`src/rtl/pc_unit.sv`:
```
// pc_unit: fetch-side PC stage (IF PC, IF/ID PC, next-PC select, branch statistics)
//   i_clk, i_reset          clock, synchronous active-high reset
//   i_stall                 freezes all state
//   i_br_d, i_cmp_y         conditional branch in D and its comparator result
//   i_imm16_d               branch offset field
//   i_j_d, i_index26_d      j/jal request and jump index
//   i_jr_d, i_rs_fwd_d      jr/jalr request and forwarded rs value
//   o_pc_f, o_pc_d, o_pc8_d fetch PC, D-stage PC, D-stage link address
//   o_valid_d, o_adel_f     D holds a real instruction, fetch address misaligned
//   o_br_cnt, o_br_taken_cnt retired / taken conditional branch counters
module pc_unit #(
    parameter logic [31:0] RESET_PC = 32'h0000_3000
) (
    input  logic        i_clk,
    input  logic        i_reset,
    input  logic        i_stall,
    input  logic        i_br_d,
    input  logic        i_cmp_y,
    input  logic [15:0] i_imm16_d,
    input  logic        i_j_d,
    input  logic [25:0] i_index26_d,
    input  logic        i_jr_d,
    input  logic [31:0] i_rs_fwd_d,
    output logic [31:0] o_pc_f,
    output logic [31:0] o_pc_d,
    output logic [31:0] o_pc8_d,
    output logic        o_valid_d,
    output logic        o_adel_f,
    output logic [31:0] o_br_cnt,
    output logic [31:0] o_br_taken_cnt
);
    logic [31:0] r_pc_f, r_pc_d, r_br_cnt, r_br_taken_cnt;
    logic        r_valid_d;
    logic        w_redirect;
    logic [31:0] w_br_target, w_next_pc;

    assign w_redirect  = r_valid_d & ~i_stall;
    assign w_br_target = r_pc_d + 32'd4 + {{14{i_imm16_d[15]}}, i_imm16_d, 2'b00};

    // if-chain so an unknown cmp_y falls through to the sequential path
    always_comb begin
        w_next_pc = r_pc_f + 32'd4;
        if (w_redirect & i_jr_d)
            w_next_pc = i_rs_fwd_d;
        else if (w_redirect & i_j_d)
            w_next_pc = {r_pc_f[31:28], i_index26_d, 2'b00};
        else if (w_redirect & i_br_d & i_cmp_y)
            w_next_pc = w_br_target;
    end

    always_ff @(posedge i_clk) begin
        if (i_reset) begin
            r_pc_f         <= RESET_PC;
            r_pc_d         <= '0;
            r_valid_d      <= 1'b0;
            r_br_cnt       <= '0;
            r_br_taken_cnt <= '0;
        end else if (!i_stall) begin
            r_pc_f    <= w_next_pc;
            r_pc_d    <= r_pc_f;
            r_valid_d <= 1'b1;
            if (r_valid_d & i_br_d) begin
                r_br_cnt <= r_br_cnt + 32'd1;
                if (i_cmp_y)
                    r_br_taken_cnt <= r_br_taken_cnt + 32'd1;
            end
        end
    end

    assign o_pc_f         = r_pc_f;
    assign o_pc_d         = r_pc_d;
    assign o_pc8_d        = r_pc_d + 32'd8;
    assign o_valid_d      = r_valid_d;
    assign o_adel_f       = |r_pc_f[1:0];
    assign o_br_cnt       = r_br_cnt;
    assign o_br_taken_cnt = r_br_taken_cnt;
endmodule
```
`config.mk`:
```
export PLATFORM = sky130hd
export DESIGN_NAME = pc_unit
export DESIGN_NICKNAME = d
export VERILOG_FILES = /design/src/rtl/pc_unit.sv
export SDC_FILE = /design/constraint.sdc
export NUM_CORES = 1
export LEC_CHECK = 0
export CAP_MARGIN = 10
export CORE_ASPECT_RATIO = 0.75
export CORE_MARGIN = 10
export CORE_UTILIZATION = 40
export CTS_CLUSTER_DIAMETER = 60
export DETAILED_ROUTE_END_ITERATION = 6
export GPL_ROUTABILITY_DRIVEN = 1
export GPL_TIMING_DRIVEN = 0
export PLACE_DENSITY = 0.69
export SLEW_MARGIN = 15
export SYNTH_ARGS = -nofsm -noshare
export SYNTH_HDL_FRONTEND = slang
export SYNTH_SLANG_ARGS = --single-unit
```
`constraint.sdc`:
```
create_clock -name i_clk -period 8.6 [get_ports i_clk]
set_input_delay 2.15 -clock i_clk [delete_from_list [all_inputs] [get_ports i_clk]]
set_output_delay 2.15 -clock i_clk [all_outputs]
set_load 0.01 [all_outputs]
```
==> results of run 1 <==
## final timing paths
| path | start | end | slack (ns) | cells after the start |
|---|---|---|---|---|
| setup / recovery | o_pc_d[3] | o_pc8_d[31] | 3.03 | 9 |
| hold / removal | o_br_taken_cnt[1] | o_br_taken_cnt[1] | 0.50 | 2 |
| setup reg to reg | o_pc_d[3] | o_pc_f[13] | 4.97 | 11 |
| hold reg to reg | o_br_taken_cnt[1] | o_br_taken_cnt[1] | 0.50 | 2 |
## state kept, by name, indices dropped and copies added (netlist names)
signal,count
o_valid_d,1
o_pc_f,32
o_pc_d,32
o_br_cnt,32
o_br_taken_cnt,32
## cell usage in the layout, fill, tap and decap left out, types with 4 or more instances in the layout
cell type,netlist,routed
and2_1,8,8
dfxtp_1,129,129
buf_4,4,4
a31oi_1,5,5
clkbuf_1,38,38
nand2_1,90,90
clkbuf_8,4,4
or3_1,12,12
a21oi_1,50,50
clkdlybuf4s50_1,0,240
o22ai_1,4,4
xor2_1,67,67
a221oi_1,37,37
inv_1,30,30
mux2i_1,39,39
a221o_1,4,4
nand3_1,56,56
a21o_1,10,10
ha_1,61,61
a21o_2,6,6
a211oi_1,7,7
nand4_1,23,23
clkbuf_16,0,17
nor2_1,130,130
inv_6,0,7
o211ai_1,14,14
o21ai_0,40,40
and3_1,22,22
inv_8,0,4
and4_1,12,12
nor2b_1,12,12
xnor2_1,60,60
nor3_1,18,18
## cell type report
cell class	instances	area, um2
fillers	2020	9190
multi-input cells	835	5640
flip-flops and latches	129	2580
repair buffers	240	2400
clock buffers	17	425
well taps	288	360
plain buffers	56	293
clock inverters	15	168
inverters	30	113
diodes	2	5.00
## power groups by stage
| stage | Sequential (mW) | Combinational, mW | Clock, mW |
|---|---|---|---|
| 6_report | 0.648 | 0.316 | 0.743 |
| 5_1_grt | 0.651 | 0.343 | 0.784 |
| 4_1_cts | 0.647 | 0.314 | 0.752 |
| 3_5_place_dp | 0.661 | 0.312 | 0 |
| 3_3_place_gp | 0.661 | 0.308 | 0 |
| 2_1_floorplan | 0.658 | 0.166 | 0 |
## kinds of logic after synthesis
| group | Yosys count | synth area share |
|---|---|---|
| compound gates | 206 | 0.165 |
| xor+xnor | 127 | 0.129 |
| fa+ha+maj | 62 | 0.0908 |
| buf+inv | 86 | 0.0470 |
| flops | 129 | 0.299 |
| mux | 39 | 0.0452 |
| simple gates | 401 | 0.223 |
## layer usage
metal / part of all wire / vias to the layer above / track usage
li1: - / 4287 / -
met4: 0.014 / 0 / 0.0467
met1: 0.46 / 4119 / 0.301
met2: 0.43 / 353 / 0.331
met3: 0.090 / 28 / 0.0610
met5: 0 / - / 0
## through the flow
stage,total power [mW],instances
2_1_floorplan,0.824,1050
3_3_place_gp,0.969,1578
3_5_place_dp,0.973,1578
4_1_cts,1.71,1610
5_1_grt,1.78,1611
6_report,1.71,1612
## worst min-delay path, cell delays in order (launching register included)
cell and delay [ns]:
dfxtp_1 0.34, nand2_1 0.06, a21oi_1 0.05
==> results_dict.tcl, run 1 <==
set metrics [dict create \
    crit_arrival_ns 3.42 \
    min_period_ns 5.57 \
    cts_num_sinks 129 \
    pwr-share-seq 0.380 \
    drc_errors 0 \
    cts_made_buffers 17 \
    clk_pin_slew_worst_paths_ns 0.07 \
    grt_pass1_wl_mm 48.9 \
    async_reset_ff_frac 0 \
    cp.required_ns 6.45 \
    power.switching_uw 522 \
    seq_area_frac_synth 0.299 \
    drt_iter0_drc 710 \
    finalInstanceArea_um2 12000 \
    hold_viol 0 \
    hold_buffers 0 \
    cpPeakStageDelay_ns 0.56 \
    firstDrtPassIters 5 \
    cts_resized 0 \
    root_buffer "clkbuf_16" \
    synthTopCellsByCount "nor2_1, dfxtp_1, nand2_1, xor2_1, ha_1" \
    setup_slack_ns 3.03 \
    rsz0062_at_grt "false" \
    utilization 0.566 \
    portBuffers 240 \
    crit_top_cell "nand2_1" \
    clock_path_buffers 2 \
    critPathTopFamily "simple AND/OR/NAND/NOR gates" \
    critical_path_class "reg2out" \
    maxSlewViolCount 0 \
    syn_inst 1050 \
    drive_gt1_frac 0.0537 \
    fmax_mhz 180 \
    critical_path.slowest_cell "clkdlybuf4s50_1" \
    vias 8787 \
    antenna_found_initial 2 \
    irDropWorstVdd_v 0.000125 \
    place_area_um2 11400 \
    dp_hpwl_mm 24.7 \
    synthesis.area_um2 8630 \
    critical_path_buf_inv_count 2 \
    min_period_over_period 0.647 \
    synth_ff_type "dfxtp_1" \
    synth_area_leaders "dfxtp_1, ha_1, xor2_1, xnor2_1, nor2_1" \
    status "completed" \
    yosysTopAreaCellShare 0.299 \
    holdCritPathClass "reg2reg" \
    worst_slew_pin_slew_ns 0.952 \
    netSwitchingFraction 0.306 \
    syn_area_per_cell_um2 8.22 \
    grt_pass1_vias 8490 \
    cp_cell_sequence "ha_1 -> and3_1 -> clkbuf_1 -> nand2_1 -> nor2_1 -> nand2_1 -> nor3_1 -> xor2_1 -> clkdlybuf4s50_1" \
    synth_edf_count 0 \
    io_pins 243 \
    cp_max_fo 8 \
    final_nets 1452 \
    cts_setup_buffers 0 \
    dieWidth_um 190 \
    p_leak_nw 4.70 \
    clkPwrFrac 0.435 \
    initial_core_util 0.407 \
    finalClockSkew_ns 0.0100 \
    synth_fp_nets 1193 \
    setup_tns_ns 0 \
    yosysMostFrequentCell "nor2_1" \
    core_um2 21200 \
    start_kind "flop" \
    slew_headroom 0.365 \
    post_drt_wl_per_cell_um 19.3 \
    endpoint_kind "output port" \
    postRouteWirelength_mm 31.2 \
    drt-vias-per-instance 5.45 \
    clk_latency_ns 0.43 \
    p_int_mw 1.19 \
    rows 46 \
    overflow 0 \
    die_area_um2 27900 \
    synth-seq-cells 129 \
    cts_tree "built" \
    htree_levels 4 \
    power_frac_comb 0.185 \
    die_h_um 147 \
    whs_ns 0.495 \
    max_cap_viol_count 0 \
    synthDistinctLibCells 66 \
    finalSetupViolations 0 \
    dp_slack_ns 3.02 \
    routabilityCongestion 0.929 \
    grt_util_all_layers 0.218 \
    ant_nets 0 \
    synth_top_cell_by_area "dfxtp_1" \
    grt_max_degree 17 \
    powerDensity_nw_per_um2 142 \
    yosysWarnings 0 \
    area.growth.synth_to_final_pct 39.0 \
]
(Power assumes the default switching activity.)
==> run 2: changes to the inputs <==
- PLACE_DENSITY: 0.69 -> 0.71
- clock period: 8.6 -> 4.5 ns (I/O delays scaled with it)
==> results_dict.tcl, run 2 (synthesis gave the netlist of run 1 again) <==
set metrics [dict create \
    drt_iter0_drc 586 \
    whs_ns 0.495 \
    area.growth.synth_to_final_pct 39.2 \
    drt-vias-per-instance 5.45 \
    r2r-start "o_pc_d[3]" \
    core_um2 21200 \
    dieWidth_um 190 \
    ant_nets 0 \
    placed_cells 1578 \
    clk_pin_slew_worst_paths_ns 0.07 \
    finalClockSkew_ns 0.00881 \
    grt_pass1_vias 8504 \
    clock_path_buffers 2 \
    min_period_ns 4.22 \
    critical_path_class "reg2out" \
    vias 8776 \
    p_int_mw 2.27 \
    drive_gt1_frac 0.0553 \
    grt_pass1_wl_mm 48.3 \
    postRouteWirelength_mm 31.0 \
    cp.required_ns 3.38 \
    antenna_found_initial 3 \
    rsz0062_at_grt "false" \
    htree_levels 4 \
    io_pins 243 \
    routabilityCongestion 0.908 \
    final_common_cell "clkdlybuf4s50_1" \
    firstDrtPassIters 6 \
    power_frac_comb 0.183 \
    grt_util_all_layers 0.216 \
    portBuffers 240 \
    endpoint_kind "output port" \
    p_leak_nw 4.71 \
    worst_slew_pin_slew_ns 1.03 \
    min_period_over_period 0.938 \
    setup_slack_ns 0.279 \
    dp_hpwl_mm 24.5 \
    critical_path_buf_inv_count 1 \
    die_area_um2 27900 \
    most-common-layout-cells "clkdlybuf4s50_1, nor2_1, dfxtp_1" \
    overflow 0 \
    max_cap_viol_count 0 \
    post_drt_wl_per_cell_um 19.2 \
    cts_made_buffers 17 \
    status "completed" \
    cpPeakStageDelay_ns 0.55 \
    netSwitchingFraction 0.308 \
    cp_max_fo 7 \
    utilization 0.567 \
    hp-start "o_br_taken_cnt[1]" \
    pwr-share-seq 0.377 \
    clkPwrFrac 0.439 \
    hold_buffers 0 \
    clk_latency_ns 0.43 \
    start_kind "flop" \
    drc_errors 0 \
    startpoint "o_pc_d[5]" \
    irDropWorstVdd_v 0.000185 \
    critical_path.slowest_cell "clkdlybuf4s50_1" \
    instances_no_fill 1611 \
    cts_num_sinks 129 \
    finalSetupViolations 0 \
    holdCritPathClass "reg2reg" \
    root_buffer "clkbuf_16" \
    slew_headroom 0.309 \
    power.switching_mw 1.01 \
    final_nets 1451 \
    fmax_mhz 237 \
    p_total_mw 3.28 \
    rows 46 \
    crit_top_cell "and3_1" \
    crit_arrival_ns 3.10 \
    powerDensity_nw_per_um2 273 \
    die_h_um 147 \
    initial_core_util 0.407 \
    dp_slack_ns -0.0816 \
    grt_max_degree 17 \
    nFillCells 2007 \
    maxSlewViolCount 0 \
    cp_cell_sequence "and3_1 -> and4_1 -> nand2_1 -> nor2_1 -> and3_1 -> xor2_1 -> clkdlybuf4s50_1" \
    hold_viol 0 \
    cts_tree "built" \
    critPathTopFamily "simple AND/OR/NAND/NOR gates" \
]
[run 2: final timing paths]
kind | endpoint | slack [ns] | cells past startpoint
worst min-delay path | o_br_taken_cnt[1] | 0.49 | 2
worst max register to register | o_pc_f[13] | 0.87 | 11
worst min register to register | o_br_taken_cnt[1] | 0.49 | 2
worst max-delay path | o_pc8_d[26] | 0.28 | 7
[run 2: per-stage QoR]
stage	area [um2]	TNS, ns
detailed placement	11400	-0.0938
finish	12000	0
global route	12000	0
floorplan	8630	0
global placement	11400	-0.0207
CTS	12000	0
[run 2: cell type report]
class | instances | area [um2] | area share
buffer | 55 | 289 | 0.0241
antenna | 2 | 5.00 | 0.000417
clock inverter | 15 | 185 | 0.0154
clock buffer | 17 | 425 | 0.0354
sequential | 129 | 2580 | 0.215
inverter | 30 | 113 | 0.00938
multi-input combinational | 835 | 5640 | 0.470
timing repair buffer | 240 | 2400 | 0.200
tap | 288 | 360 | 0.0300
[run 2: metal layers]
metal  vias up  GRT usage  share of wire
met5         -          0              0
met3        38     0.0620          0.080
met1      4132      0.286           0.47
met2       316      0.334           0.43
li1       4290          -              -
met4         0     0.0598          0.019
[run 2: power by group through the flow]
stage          combinational, mW  sequential [mW]  clock [mW]
3_5_place_dp               0.594             1.26           0
6_report                   0.601             1.24        1.44
4_1_cts                    0.598             1.24        1.46
3_3_place_gp               0.587             1.26           0
5_1_grt                    0.657             1.24        1.51
2_1_floorplan              0.317             1.26           0
[run 2: what timing repair did]
| item | CTS | global route |
|---|---|---|
| cloned | 0 | 0 |
| buffers inserted | 0 | 0 |
| resized for setup | 1 | 1 |
| endpoints found under the setup margin | 2 | 1 |
[run 2: worst reg2reg max path, stage by stage, from the launching register on]
cell,delay [ns]
dfxtp_1,0.52
ha_1,0.31
ha_1,0.24
fa_1,0.42
a21o_1,0.21
a221oi_2,0.40
o2111ai_1,0.22
a21oi_1,0.33
xor2_1,0.22
a21oi_1,0.10
a2111oi_0,0.47
a21oi_1,0.07
